<file path="src/rtl/id_exe_if.sv">
// ID->EXE stage register bus: decoded fields in from ID, registered copies out to EXE
// and the write-back view back to hazard detection.
interface id_exe_if #(
  parameter int WORD_W = 32,
  parameter int CNT_W  = 16
);
  logic              freeze, flush, hazard;
  logic [WORD_W-1:0] pc_in, val_rn_in, val_rm_in;
  logic              imm_in;
  logic [11:0]       shift_operand_in;
  logic [23:0]       signed_imm_24_in;
  logic [3:0]        dest_in, src1_in, src2_in, exe_cmd_in, status_in;
  logic              mem_r_en_in, mem_w_en_in, wb_en_in, b_in, s_in;

  logic [WORD_W-1:0] pc_out, val_rn_out, val_rm_out;
  logic              imm_out;
  logic [11:0]       shift_operand_out;
  logic [23:0]       signed_imm_24_out;
  logic [3:0]        dest_out, src1_out, src2_out, exe_cmd_out, status_out;
  logic              mem_r_en_out, mem_w_en_out, wb_en_out, b_out, s_out;
  logic              exe_wb_en;
  logic [3:0]        exe_dest;
  logic              valid_out;
  logic [CNT_W-1:0]  bubble_cnt;

  modport master (
    output freeze, flush, hazard, pc_in, val_rn_in, val_rm_in, imm_in, shift_operand_in,
           signed_imm_24_in, dest_in, src1_in, src2_in, exe_cmd_in, status_in,
           mem_r_en_in, mem_w_en_in, wb_en_in, b_in, s_in,
    input  pc_out, val_rn_out, val_rm_out, imm_out, shift_operand_out, signed_imm_24_out,
           dest_out, src1_out, src2_out, exe_cmd_out, status_out, mem_r_en_out,
           mem_w_en_out, wb_en_out, b_out, s_out, exe_wb_en, exe_dest, valid_out, bubble_cnt
  );

  modport slave (
    input  freeze, flush, hazard, pc_in, val_rn_in, val_rm_in, imm_in, shift_operand_in,
           signed_imm_24_in, dest_in, src1_in, src2_in, exe_cmd_in, status_in,
           mem_r_en_in, mem_w_en_in, wb_en_in, b_in, s_in,
    output pc_out, val_rn_out, val_rm_out, imm_out, shift_operand_out, signed_imm_24_out,
           dest_out, src1_out, src2_out, exe_cmd_out, status_out, mem_r_en_out,
           mem_w_en_out, wb_en_out, b_out, s_out, exe_wb_en, exe_dest, valid_out, bubble_cnt
  );
endinterface

</file>
<file path="src/rtl/id_exe_stage_reg.sv">
// ID->EXE pipeline register: bubble on hazard, kill on flush, hold on freeze,
// saturating count of hazard bubbles.
module id_exe_stage_reg #(
  parameter int WORD_W = 32,
  parameter int CNT_W  = 16
) (
  input logic     clk,
  input logic     rst,
  id_exe_if.slave bus
);
  logic [WORD_W-1:0] r_pc, r_val_rn, r_val_rm;
  logic              r_imm;
  logic [11:0]       r_shift_operand;
  logic [23:0]       r_signed_imm_24;
  logic [3:0]        r_dest, r_src1, r_src2, r_exe_cmd, r_status;
  logic              r_mem_r_en, r_mem_w_en, r_wb_en, r_b, r_s;
  logic              r_valid;
  logic [CNT_W-1:0]  r_bubble_cnt;

  logic w_kill, w_bubble, w_cnt_sat;
  assign w_kill    = bus.flush | bus.hazard;
  // A flush coinciding with a hazard is a flush, so it is not counted as a bubble.
  assign w_bubble  = bus.hazard & ~bus.flush;
  assign w_cnt_sat = &r_bubble_cnt;

  always_ff @(posedge clk) begin
    if (!rst) begin
      r_pc            <= '0;
      r_val_rn        <= '0;
      r_val_rm        <= '0;
      r_imm           <= 1'b0;
      r_shift_operand <= '0;
      r_signed_imm_24 <= '0;
      r_dest          <= '0;
      r_src1          <= '0;
      r_src2          <= '0;
      r_status        <= '0;
      r_exe_cmd       <= '0;
      r_mem_r_en      <= 1'b0;
      r_mem_w_en      <= 1'b0;
      r_wb_en         <= 1'b0;
      r_b             <= 1'b0;
      r_s             <= 1'b0;
      r_valid         <= 1'b0;
      r_bubble_cnt    <= '0;
    end else if (!bus.freeze) begin
      // Datapath fields load even for bubbles; only control is squashed.
      r_pc            <= bus.pc_in;
      r_val_rn        <= bus.val_rn_in;
      r_val_rm        <= bus.val_rm_in;
      r_imm           <= bus.imm_in;
      r_shift_operand <= bus.shift_operand_in;
      r_signed_imm_24 <= bus.signed_imm_24_in;
      r_dest          <= bus.dest_in;
      r_src1          <= bus.src1_in;
      r_src2          <= bus.src2_in;
      r_status        <= bus.status_in;
      if (w_kill) begin
        r_exe_cmd  <= '0;
        r_mem_r_en <= 1'b0;
        r_mem_w_en <= 1'b0;
        r_wb_en    <= 1'b0;
        r_b        <= 1'b0;
        r_s        <= 1'b0;
        r_valid    <= 1'b0;
        if (w_bubble && !w_cnt_sat) r_bubble_cnt <= r_bubble_cnt + 1'b1;
      end else begin
        r_exe_cmd  <= bus.exe_cmd_in;
        r_mem_r_en <= bus.mem_r_en_in;
        r_mem_w_en <= bus.mem_w_en_in;
        r_wb_en    <= bus.wb_en_in;
        r_b        <= bus.b_in;
        r_s        <= bus.s_in;
        r_valid    <= 1'b1;
      end
    end
  end

  assign bus.pc_out            = r_pc;
  assign bus.val_rn_out        = r_val_rn;
  assign bus.val_rm_out        = r_val_rm;
  assign bus.imm_out           = r_imm;
  assign bus.shift_operand_out = r_shift_operand;
  assign bus.signed_imm_24_out = r_signed_imm_24;
  assign bus.dest_out          = r_dest;
  assign bus.src1_out          = r_src1;
  assign bus.src2_out          = r_src2;
  assign bus.status_out        = r_status;
  assign bus.exe_cmd_out       = r_exe_cmd;
  assign bus.mem_r_en_out      = r_mem_r_en;
  assign bus.mem_w_en_out      = r_mem_w_en;
  assign bus.wb_en_out         = r_wb_en;
  assign bus.b_out             = r_b;
  assign bus.s_out             = r_s;
  assign bus.exe_wb_en         = r_wb_en;
  assign bus.exe_dest          = r_dest;
  assign bus.valid_out         = r_valid;
  assign bus.bubble_cnt        = r_bubble_cnt;
endmodule
</file>
<file path="src/flat_wrapper.sv">
// flat-port wrapper written by rule: the top's interface ports become plain ports
module id_exe_stage_reg_flat 
#(
  parameter int WORD_W = 32,
  parameter int CNT_W  = 16
)
  (clk, rst, bus_freeze, bus_flush, bus_hazard, bus_pc_in, bus_val_rn_in, bus_val_rm_in, bus_imm_in, bus_shift_operand_in, bus_signed_imm_24_in, bus_dest_in, bus_src1_in, bus_src2_in, bus_exe_cmd_in, bus_status_in, bus_mem_r_en_in, bus_mem_w_en_in, bus_wb_en_in, bus_b_in, bus_s_in, bus_pc_out, bus_val_rn_out, bus_val_rm_out, bus_imm_out, bus_shift_operand_out, bus_signed_imm_24_out, bus_dest_out, bus_src1_out, bus_src2_out, bus_exe_cmd_out, bus_status_out, bus_mem_r_en_out, bus_mem_w_en_out, bus_wb_en_out, bus_b_out, bus_s_out, bus_exe_wb_en, bus_exe_dest, bus_valid_out, bus_bubble_cnt);
  id_exe_if #(.WORD_W(WORD_W), .CNT_W(CNT_W)) bus_i ();
  input logic clk;
  input logic rst;
  input wire logic [$bits(bus_i.freeze)-1:0] bus_freeze;
  input wire logic [$bits(bus_i.flush)-1:0] bus_flush;
  input wire logic [$bits(bus_i.hazard)-1:0] bus_hazard;
  input wire logic [$bits(bus_i.pc_in)-1:0] bus_pc_in;
  input wire logic [$bits(bus_i.val_rn_in)-1:0] bus_val_rn_in;
  input wire logic [$bits(bus_i.val_rm_in)-1:0] bus_val_rm_in;
  input wire logic [$bits(bus_i.imm_in)-1:0] bus_imm_in;
  input wire logic [$bits(bus_i.shift_operand_in)-1:0] bus_shift_operand_in;
  input wire logic [$bits(bus_i.signed_imm_24_in)-1:0] bus_signed_imm_24_in;
  input wire logic [$bits(bus_i.dest_in)-1:0] bus_dest_in;
  input wire logic [$bits(bus_i.src1_in)-1:0] bus_src1_in;
  input wire logic [$bits(bus_i.src2_in)-1:0] bus_src2_in;
  input wire logic [$bits(bus_i.exe_cmd_in)-1:0] bus_exe_cmd_in;
  input wire logic [$bits(bus_i.status_in)-1:0] bus_status_in;
  input wire logic [$bits(bus_i.mem_r_en_in)-1:0] bus_mem_r_en_in;
  input wire logic [$bits(bus_i.mem_w_en_in)-1:0] bus_mem_w_en_in;
  input wire logic [$bits(bus_i.wb_en_in)-1:0] bus_wb_en_in;
  input wire logic [$bits(bus_i.b_in)-1:0] bus_b_in;
  input wire logic [$bits(bus_i.s_in)-1:0] bus_s_in;
  output wire logic [$bits(bus_i.pc_out)-1:0] bus_pc_out;
  output wire logic [$bits(bus_i.val_rn_out)-1:0] bus_val_rn_out;
  output wire logic [$bits(bus_i.val_rm_out)-1:0] bus_val_rm_out;
  output wire logic [$bits(bus_i.imm_out)-1:0] bus_imm_out;
  output wire logic [$bits(bus_i.shift_operand_out)-1:0] bus_shift_operand_out;
  output wire logic [$bits(bus_i.signed_imm_24_out)-1:0] bus_signed_imm_24_out;
  output wire logic [$bits(bus_i.dest_out)-1:0] bus_dest_out;
  output wire logic [$bits(bus_i.src1_out)-1:0] bus_src1_out;
  output wire logic [$bits(bus_i.src2_out)-1:0] bus_src2_out;
  output wire logic [$bits(bus_i.exe_cmd_out)-1:0] bus_exe_cmd_out;
  output wire logic [$bits(bus_i.status_out)-1:0] bus_status_out;
  output wire logic [$bits(bus_i.mem_r_en_out)-1:0] bus_mem_r_en_out;
  output wire logic [$bits(bus_i.mem_w_en_out)-1:0] bus_mem_w_en_out;
  output wire logic [$bits(bus_i.wb_en_out)-1:0] bus_wb_en_out;
  output wire logic [$bits(bus_i.b_out)-1:0] bus_b_out;
  output wire logic [$bits(bus_i.s_out)-1:0] bus_s_out;
  output wire logic [$bits(bus_i.exe_wb_en)-1:0] bus_exe_wb_en;
  output wire logic [$bits(bus_i.exe_dest)-1:0] bus_exe_dest;
  output wire logic [$bits(bus_i.valid_out)-1:0] bus_valid_out;
  output wire logic [$bits(bus_i.bubble_cnt)-1:0] bus_bubble_cnt;
  assign bus_i.freeze = bus_freeze;
  assign bus_i.flush = bus_flush;
  assign bus_i.hazard = bus_hazard;
  assign bus_i.pc_in = bus_pc_in;
  assign bus_i.val_rn_in = bus_val_rn_in;
  assign bus_i.val_rm_in = bus_val_rm_in;
  assign bus_i.imm_in = bus_imm_in;
  assign bus_i.shift_operand_in = bus_shift_operand_in;
  assign bus_i.signed_imm_24_in = bus_signed_imm_24_in;
  assign bus_i.dest_in = bus_dest_in;
  assign bus_i.src1_in = bus_src1_in;
  assign bus_i.src2_in = bus_src2_in;
  assign bus_i.exe_cmd_in = bus_exe_cmd_in;
  assign bus_i.status_in = bus_status_in;
  assign bus_i.mem_r_en_in = bus_mem_r_en_in;
  assign bus_i.mem_w_en_in = bus_mem_w_en_in;
  assign bus_i.wb_en_in = bus_wb_en_in;
  assign bus_i.b_in = bus_b_in;
  assign bus_i.s_in = bus_s_in;
  assign bus_pc_out = bus_i.pc_out;
  assign bus_val_rn_out = bus_i.val_rn_out;
  assign bus_val_rm_out = bus_i.val_rm_out;
  assign bus_imm_out = bus_i.imm_out;
  assign bus_shift_operand_out = bus_i.shift_operand_out;
  assign bus_signed_imm_24_out = bus_i.signed_imm_24_out;
  assign bus_dest_out = bus_i.dest_out;
  assign bus_src1_out = bus_i.src1_out;
  assign bus_src2_out = bus_i.src2_out;
  assign bus_exe_cmd_out = bus_i.exe_cmd_out;
  assign bus_status_out = bus_i.status_out;
  assign bus_mem_r_en_out = bus_i.mem_r_en_out;
  assign bus_mem_w_en_out = bus_i.mem_w_en_out;
  assign bus_wb_en_out = bus_i.wb_en_out;
  assign bus_b_out = bus_i.b_out;
  assign bus_s_out = bus_i.s_out;
  assign bus_exe_wb_en = bus_i.exe_wb_en;
  assign bus_exe_dest = bus_i.exe_dest;
  assign bus_valid_out = bus_i.valid_out;
  assign bus_bubble_cnt = bus_i.bubble_cnt;
  id_exe_stage_reg #(.WORD_W(WORD_W), .CNT_W(CNT_W)) u_core (.clk(clk), .rst(rst), .bus(bus_i));
endmodule
</file>
<file path="config.mk">
export PLATFORM = sky130hd
export DESIGN_NAME = id_exe_stage_reg_flat
export DESIGN_NICKNAME = d
export VERILOG_FILES = /design/src/rtl/id_exe_if.sv /design/src/rtl/id_exe_stage_reg.sv /design/src/flat_wrapper.sv
export SDC_FILE = /design/constraint.sdc
export NUM_CORES = 1
export LEC_CHECK = 0
export ABC_AREA = 1
export CORE_MARGIN = 5
export CORE_UTILIZATION = 39
export DETAILED_ROUTE_END_ITERATION = 8
export GPL_ROUTABILITY_DRIVEN = 0
export PLACE_DENSITY = 0.82
export REMOVE_ABC_BUFFERS = 1
export SETUP_SLACK_MARGIN = 0.1
export SYNTH_ARGS = -nofsm -noshare
export SYNTH_HDL_FRONTEND = slang
export SYNTH_SLANG_ARGS = --single-unit
export TNS_END_PERCENT = 30
</file>
<file path="constraint.sdc">
create_clock -name clk -period 2.1 [get_ports clk]
set_clock_uncertainty 0.2 [all_clocks]
set_input_delay 0.315 -clock clk [delete_from_list [all_inputs] [get_ports clk]]
set_output_delay 0.315 -clock clk [all_outputs]
set_load 0.1 [all_outputs]
</file>
# [Word-level counts from Yosys, hierarchy flattened]
# Index checks and enable logic that the tools add are counted.
[totals] regBits=175 wordCells=34 output_inout_bits=180 input_bits=163
[classes] add_sub_neg=1 bitwise=4 n_reduce_logical=4 n_mux=7
[op_table] operator="adder 16 x 1 -> 16 bit, second input constant" n=1
[op_table] operator="AND reduction 16 bit" n=1
[op_table] operator="2-to-1 mux 1 bit" n=6
[op_table] operator="2-to-1 mux 4 bit" n=1
[op_table] operator="AND reduction 3 bit" n=1
[op_table] operator="inverter 1 bit" n=2
[op_table] operator="AND 1 bit" n=1
[op_table] operator="logical AND 1 bit" n=1
[op_table] operator="logical NOT 1 bit" n=1
[op_table] operator="OR 1 bit" n=1

# [Logic depth before layout (Yosys ltp)]
[depth] word_depth=4 ltp_mapped=9 ltp_nobuf=9

# [Least setup slack after synthesis]
# No wires, ideal clock.
[synth_timing] path_kind="flip-flop to flip-flop" startpoint="reg u_core.r_bubble_cnt[1], in the netlist u_core.bus.bubble_cnt[1]" endpoint="reg u_core.r_bubble_cnt[2], in the netlist u_core.bus.bubble_cnt[2]" setup_time_ns=0.136 path_slack_ns=-0.411 stages_incl_launch_ff=10 path_buffers=1 required_time_ns=1.764 synth_period_minus_slack_ns=2.511 arrival_time_ns=2.174 cell_sequence="dfxtp_1 > ha_1 > nand3_1 > clkinv_1 > nand2_2 > o21ai_4 > inv_2 > buf_2 > nand2_1 > a21oi_2"
[synth_between] elab_chain_cells=4 word_cells_on_any_way=5 classes_between="1 x add/sub; 4 x reduce/logical"
[synth_lines] item="start: declaration" line="id_exe_stage_reg.sv:18" text="logic [CNT_W-1:0] r_bubble_cnt;"
[synth_lines] item="start signal: assignment" line="id_exe_stage_reg.sv:66" text="if (w_bubble && !w_cnt_sat) r_bubble_cnt <= r_bubble_cnt + 1'b1;"
[synth_lines] item="branches (longest 4 deep; another with adder 16 x 1 -> 16 bit)"
# Several ways; the timed one is not identified.
# A chain may end at the register's enable or synchronous reset.

# [Worst setup path after layout]
[layout_timing] startpoint="reg u_core.r_bubble_cnt[0], in the netlist u_core.bus.bubble_cnt[0]" endpoint="reg u_core.r_bubble_cnt[14], in the netlist u_core.bus.bubble_cnt[14]"
# Same word-level chain as after synthesis.

==> summary.md <==
| Metric | Value |
|---|---|
| Largest net degree at the start of global routing | 97 |
| Initial antenna violation count | 0 |
| Die area | 19190 um2 |
| Fillers | between 1000 and 1500 |
| Worst Path Required | approximately 2.2 ns |
| Core Region | 16410 um2 |
| Slew Limit Fails | 0 |
| Wire per inst | approximately 15 um |
| Distinct cells, synth | 21 |
| Worst Reg-to-Reg Cells | 8 |
| Num Clock Sinks | between 150 and 200 |
| HP Class | in -> reg |
| Met2 usage | 0.3584 |
| CP delay by family, top | flip-flops |
| FFs w/ async S/R, synth | 0 |
| Worst EP arrival | 1.89 ns |
| PwrDens | approximately 930 nW/um2 |
| Dpl hpwl | 15.63 mm |
| Starting DRC count in detailed routing | between 300 and 400 |
| Syn avg cell area | between 7 and 8 um2 |
| Syn-to-layout area delta | 62.50% |
| Total track usage | 0.2095 |
| Number of flops mapped to enable cells by yosys | 0 |
| Die width | between 100 and 150 um |
| Worst-margin pin slew | approximately 0.66 ns |
| Slowest Stage Delay on Critical Path | 0.40 ns |
| Pre-CTS WS | 0.1134 ns |
| Initial cell density of the core | 0.3927 |
| Most common cell in the netlist | nor2_1 |
| Setup slack, reg-to-reg | between 0.3 and 0.4 ns |
| # diodes | 0 |
| Prevailing post-synth register cell | dfxtp_1 |
| Crit path depth | 8 |
| Via density | about 4.7 |
| First-pass GRT wire length | 32.51 mm |
| Hold_ws | 0.09730 ns |
| R2R Path End | u_core.bus.bubble_cnt[14]$_SDFFE_PN0P_ |
| Post-layout util | 0.6381 |
| Worst r2r src | u_core.bus.bubble_cnt[0]$_SDFFE_PN0P_ |
| Critical-path cell list | ha_1 -> nand3_1 -> clkinv_1 -> nand2_2 -> o21ai_4 -> inv_2 -> nand2_1 -> a21oi_1 |
| # DRC | 0 |
| Ys Warns | 0 |
| Clock Latency Late Sink | 0.42 ns |
| Register area share after synthesis | 0.5438 |
| Via Count | 6592 |
| Max H-tree Level | 4 |
| I/O Buffers | between 300 and 400 |
| I/O Pins | around 340 |
| DIE HEIGHT | approximately 140 um |
| CTS resizes | 0 |
| Minimum clock period | approximately 1.8 ns |
| Root Buffer | clkbuf_16 |
| Count of nets after finishing | 1339 |
| Crit share post-route | 0.8559 |
| WL final | roughly 21 mm |
| Initial DRT Pass Iterations | 4 |
| Setup WS post-layout | between 0.3 and 0.4 ns |
| Worst path slowest cell | dfxtp_1 |
| Area share of the largest cell type after synthesis | 0.5438 |
| Top cells by count, synth | 319 x nor2_1, 175 x dfxtp_1, 154 x o21ai_0 |
| Crit Path Class | reg -> reg |
| Crit end category | flip-flop |
| Critical path buffers and inverters | 2 |
| #FFs+latches synth | 175 |
| Largest cells by area after synthesis | dfxtp_1 54%, nor2_1 19%, o21ai_0 12% |
| Yosys top cell by area | dfxtp_1 |
| Max_cap viols | 0 |
| CTS tree | done |
| Worst Setup SP | u_core.bus.bubble_cnt[0]$_SDFFE_PN0P_ |
| Critical Path Fanout Max | 13 |
| Clk buf depth | 2 |
| Synthesized area | 6442 um2 |
| Clock buffer count from CTS | 17 |
| Vias in the first global route | ~6100 |
| Max VDD drop | around 0.61 mV |
| Post-DRT Antenna Nets | 0 |
| Met1 Resource Use GR | 0.2457 |
| RSZ-0062 raised after global routing | false |
| Mapped Cells | approximately 850 |
| Peak Freq | about 0.56 GHz |
| GR Overflow Total | 0 |
| Startpoint types | flip-flop |
| CP endpoint | u_core.bus.bubble_cnt[14]$_SDFFE_PN0P_ |
| Slew HR | 0.5606 |
| Status | finished clean |
| Layout cells sized above 1 | 0.2222 |
| Final hold vios | 0 |
| Clk pin slew, worst setup/hold paths | ~0.070 ns |
| Met3 Resource Use GR | 0.07148 |
| Final setup fails | 0 |
| # rows | 47 |
| LEAKAGE | around 4.6 nW |
| Gr busiest metal | met2 |
[layout make-up]
class	instances	area (um2)	share of cell area
Sequential cell	175	3503	0.3346
Timing Repair Buffer	370	3381	0.3229
Multi-Input combinational cell	595	2596	0.2480
Clock buffer	19	452.9	0.04327
Tap cell	220	275.3	0.02629
Clock inverter	13	197.7	0.01888
Inverter	16	62.56	0.005976
[state kept, by name, indices dropped and copies added, names as in the netlist]
signal / cells
u_core.bus.b_out: 1
u_core.bus.shift_operand_out: 12
u_core.bus.pc_out: 32
u_core.bus.src1_out: 4
u_core.bus.src2_out: 4
u_core.bus.exe_wb_en: 1
u_core.bus.s_out: 1
u_core.bus.valid_out: 1
u_core.bus.val_rm_out: 32
u_core.bus.exe_cmd_out: 4
u_core.bus.dest_out: 4
u_core.bus.mem_r_en_out: 1
u_core.bus.val_rn_out: 32
u_core.bus.signed_imm_24_out: 24
u_core.bus.bubble_cnt: 16
u_core.bus.mem_w_en_out: 1
u_core.bus.imm_out: 1
u_core.bus.status_out: 4
[power breakdown]
part / internal (W) / leakage, nW / total (W) / switching (W)
Clock: 0.00208 / 0.321 / 0.00344 / 0.00135
Combinational: 0.000674 / 2.81 / 0.00263 / 0.00196
Sequential: 0.00352 / 1.45 / 0.00363 / 0.000105
Total: 0.00628 / 4.58 / 0.00970 / 0.00342
[kinds of logic after synthesis]
| logic type | Yosys count | synth area share |
|---|---|---|
| adders and majority gates | 1 | 0.001942 |
| DFF | 175 | 0.5438 |
| AOI/OAI and AO/OA | 178 | 0.1459 |
| buffers and inverters | 77 | 0.05321 |
| and+or+nand+nor | 410 | 0.2470 |
| xor gates and xnor gates | 6 | 0.008157 |
[metrics by stage]
| stage | TNS [ns] | instance area (um2) | total power [W] | cells |
|---|---|---|---|---|
| global route | 0 | 10470 | 0.01006 | 1408 |
| detailed placement | 0 | 9778 | 0.006337 | 1371 |
| finish | 0 | 10470 | 0.009700 | 1408 |
| floorplan | -199.53 | 6160 | 0.005514 | 786 |
| CTS | 0 | 10440 | 0.009784 | 1404 |
| global placement | 0 | 9778 | 0.006308 | 1371 |
[cell usage in the layout (no fill, tap or decap)]
| master | n |
|---|---|
| nand3_1 | 14 |
| clkinv_2 | 1 |
| clkinv_1 | 1 |
| clkdlybuf4s50_1 | 160 |
| xnor2_1 | 4 |
| inv_2 | 1 |
| clkbuf_8 | 2 |
| nand2_1 | 63 |
| dfxtp_1 | 175 |
| ha_1 | 1 |
| inv_1 | 13 |
| nand4_1 | 4 |
| inv_6 | 4 |
| inv_8 | 1 |
| a21oi_1 | 13 |
| buf_12 | 16 |
| clkinv_4 | 3 |
| nor2_1 | 319 |
| nor2_2 | 3 |
| dlygate4sd3_1 | 1 |
| inv_4 | 1 |
| o21ai_4 | 1 |
| o21ai_0 | 154 |
| clkbuf_16 | 17 |
| xor2_1 | 2 |
| a21oi_2 | 10 |
| buf_4 | 193 |
| nand2_2 | 7 |
| bufinv_16 | 4 |
[worst min-delay path by stage]
| stage | from | endpoint | slack (ns) | cells past startpoint |
|---|---|---|---|---|
| floorplan | rst | u_core.bus.bubble_cnt[10]$_SDFFE_PN0P_ | 0.24 | 2 |
| global placement | u_core.bus.b_out$_SDFFE_PN0N_ | u_core.bus.b_out$_SDFFE_PN0N_ | 0.26 | 2 |
| detailed placement | u_core.bus.exe_cmd_out[1]$_SDFFE_PN0N_ | u_core.bus.exe_cmd_out[1]$_SDFFE_PN0N_ | 0.26 | 2 |
| CTS | bus_freeze | u_core.bus.s_out$_SDFFE_PN0N_ | 0.08 | 3 |
| global route | bus_freeze | u_core.bus.exe_wb_en$_SDFFE_PN0N_ | 0.09 | 3 |
| finish | bus_freeze | u_core.bus.s_out$_SDFFE_PN0N_ | 0.1 | 3 |
[worst min-delay path, stage by stage]
cell and delay, ns:
buf_4 0.20, nand2_1 0.09, a21oi_1 0.05
[layer usage]
layer	part of all wire	vias up	wire length, um
li1	-	3350	-
met1	0.40	2965	8449
met2	0.49	241	10440
met3	0.082	36	1737
met4	0.026	0	546
met5	0	-	0
[repair_timing]
| item | CTS | global route |
|---|---|---|
| endpoints found under the setup margin | 0 | 13 |
| buffers inserted | 0 | 4 |
| hold buffers | 1 | 0 |
| endpoints found under the hold margin | 3 | 0 |
Note: power is estimated with default switching activity, not from simulation.
==> edit: new RTL, config.mk and constraints unchanged <==
`CNT_W` is set to 16 in 3 places; all go to 20.
--- a/src/rtl/id_exe_if.sv
+++ b/src/rtl/id_exe_if.sv
@@ -3,5 +3,5 @@
 interface id_exe_if #(
   parameter int WORD_W = 32,
-  parameter int CNT_W  = 16
+  parameter int CNT_W  = 20
 );
   logic              freeze, flush, hazard;
--- a/src/rtl/id_exe_stage_reg.sv
+++ b/src/rtl/id_exe_stage_reg.sv
@@ -3,5 +3,5 @@
 module id_exe_stage_reg #(
   parameter int WORD_W = 32,
-  parameter int CNT_W  = 16
+  parameter int CNT_W  = 20
 ) (
   input logic     clk,
--- a/src/flat_wrapper.sv
+++ b/src/flat_wrapper.sv
@@ -3,5 +3,5 @@
 #(
   parameter int WORD_W = 32,
-  parameter int CNT_W  = 16
+  parameter int CNT_W  = 20
 )
   (clk, rst, bus_freeze, bus_flush, bus_hazard, bus_pc_in, bus_val_rn_in, bus_val_rm_in, bus_imm_in, bus_shift_operand_in, bus_signed_imm_24_in, bus_dest_in, bus_src1_in, bus_src2_in, bus_exe_cmd_in, bus_status_in, bus_mem_r_en_in, bus_mem_w_en_in, bus_wb_en_in, bus_b_in, bus_s_in, bus_pc_out, bus_val_rn_out, bus_val_rm_out, bus_imm_out, bus_shift_operand_out, bus_signed_imm_24_out, bus_dest_out, bus_src1_out, bus_src2_out, bus_exe_cmd_out, bus_status_out, bus_mem_r_en_out, bus_mem_w_en_out, bus_wb_en_out, bus_b_out, bus_s_out, bus_exe_wb_en, bus_exe_dest, bus_valid_out, bus_bubble_cnt);
Interface: changed (resized bus_bubble_cnt); port bits go from 343 to 347. No check against the original RTL was run, so the function may have changed too.
==> edit against the original RTL <==
Largest cell class unchanged. Via count grew 3.5%. Clock power shrank 2%. Sequential cell count grew 4. Fmax shrank 1.7%. Global-route usage grew 0.12 points. Worst setup slack lost 0.030 ns. Design area grew 2.7%. Power is essentially flat. Sequential power grew 2%. Area after synthesis grew 4.8%. Critical endpoint is now u_core.bus.bubble_cnt[2]. Routed wire length grew 3.9%.
==> edit: results (changes against the original RTL) <==
metric;value;unit;change
Setup Buffers After CTS;0;;unchanged
CTS root buffer;clkbuf_16;;
maximum clock path buffer count;2;;unchanged
Crit Path Max Fanout;15;;+2
crit-path max cell delay;0.47;ns;+0.07 ns
cts bufs inserted;17;;unchanged
Top Family by Delay on Critical Path;simple AND/OR/NAND/NOR gates;;
Crit Reg-Reg Startpoint;u_core.bus.bubble_cnt[6];;
initial antenna violation count;0;;unchanged
Detailed Place HPWL;16000;µm;+2.2%
I/O Buffers;346;;+1.2%
Warnings, synthesis;0;;unchanged
vias per cell;4.74;;+1.3%
TritonRoute pass-1 iters;4;;unchanged
CP max stage cell;dfxtp_1;;
first-pass GRT wire length;34100;µm;+4.8%
Clock transition at path regs;0.07;ns;about the same
crit path launch type;register;;
Vias;6826;;+3.5%
CTS resizes;0;;unchanged
largest net degree at the start of global routing;154;;+59%
Max Slew Vio Count;0;;unchanged
H-tree depth;4;;unchanged
placed cell count;1407;;+2.6%
Ant. Diodes;0;;unchanged
register area share after synthesis;53.1;%;-1.3 points
DR iter-0 viols;380;;+14%
ranking of synthesized cells by area;dfxtp_1 (53%), nor2_1 (18%), o21ai_0 (11%), nand2_1 (3.8%), clkbuf_1 (2.1%);;
Top FF cell, synth;dfxtp_1;;
DR WL/cell;15.3;µm;+1.7%
outcome;complete, no violations;;
count of cell types in the netlist;27;;+29%
Post-synth top cells;nor2_1 (324), dfxtp_1 (179), o21ai_0 (150);;
Leakage Power;4.66;nW;+1.6%
maximum vdd ir drop;596;µV;-2.4%
GRT Total Usage;21.1;%;+0.12 points
Met1 Wirelength;8610;µm;+1.9%
fillers;1487;;+5.1%
met2 routed WL;10700;µm;+2.7%
highest metal used;met4;;
HP Class;in -> reg;;
Mapped Cells;878;;+3.7%
ys async rst share;0;%;unchanged
Hold Path Origin;bus_freeze;;
Slew HR;39.4;%;-17 points
metal3 WL;1980;µm;+14%
layout cells sized above 1;21.8;%;-0.39 points
Worst-Skew Late Latency;0.42;ns;about the same
vias in the first global route;6478;;+6.9%
## edit: cell count changes after synthesis, sizes merged, moves of 3 or more
cell   delta
nand3     +9
nor2      +6
xnor2     +4
nand2     +8
dfxtp     +4
inv       -5
a21oi     +4
o21ai     -3
## edit: final cells by class
type	instances	area share, %
Sequential cell	179	33.3
Timing Repair Buffer	365	31.5
Multi-Input combinational cell	627	26.3
Clock buffer	18	3.99
Tap cell	225	2.62
Clock inverter	14	1.84
Inverter	11	0.407
## edit: kinds of logic (layout without fill, tap and decap cells)
kind of cell,count (synthesis),in the layout,share of synthesized area (%)
simple gates,436,436,26.3
compound gates,179,179,13.9
flops,179,179,53.1
buf+inv,72,408,5.04
xor+xnor,11,11,1.43
fa+ha+maj,1,1,0.185
## edit: power breakdown
group	switching, W	internal [W]
sequential	0.000103	0.00360
combinational	0.00197	0.000670
clock	0.00144	0.00192
total	0.00352	0.00619
## edit: worst min-delay path, stage by stage
cell and delay (ns):
buf_4 0.21, nand2_1 0.09, a21oi_1 0.05
## edit: routing by layer
layer | vias up | GRT usage, %
li1 | 3454 | -
met1 | 3087 | 24.9
met2 | 241 | 35.7
met3 | 44 | 6.74
met4 | 0 | 7.88
met5 | - | 0
## edit: through the flow
step / worst slack [ns] / cell area (µm²) / power (W) / TNS (ns)
CTS: 0.236 / 10800 / 0.00979 / 0
global route: 0.108 / 10800 / 0.0100 / 0
finish: 0.272 / 10800 / 0.00971 / 0
global placement: 0.231 / 10100 / 0.00640 / 0
floorplan: -1.34 / 6450 / 0.00561 / -199.63
detailed placement: 0.164 / 10100 / 0.00643 / 0
## edit: worst paths after layout
check	endpoint	cells after the start	slack, ns
worst max register to register	u_core.bus.bubble_cnt[2]	8	0.27
worst min register to register	u_core.bus.exe_cmd_out[1]	2	0.27
worst min-delay path	u_core.bus.exe_cmd_out[1]	3	0.11
worst max-delay path	u_core.bus.bubble_cnt[2]	8	0.27
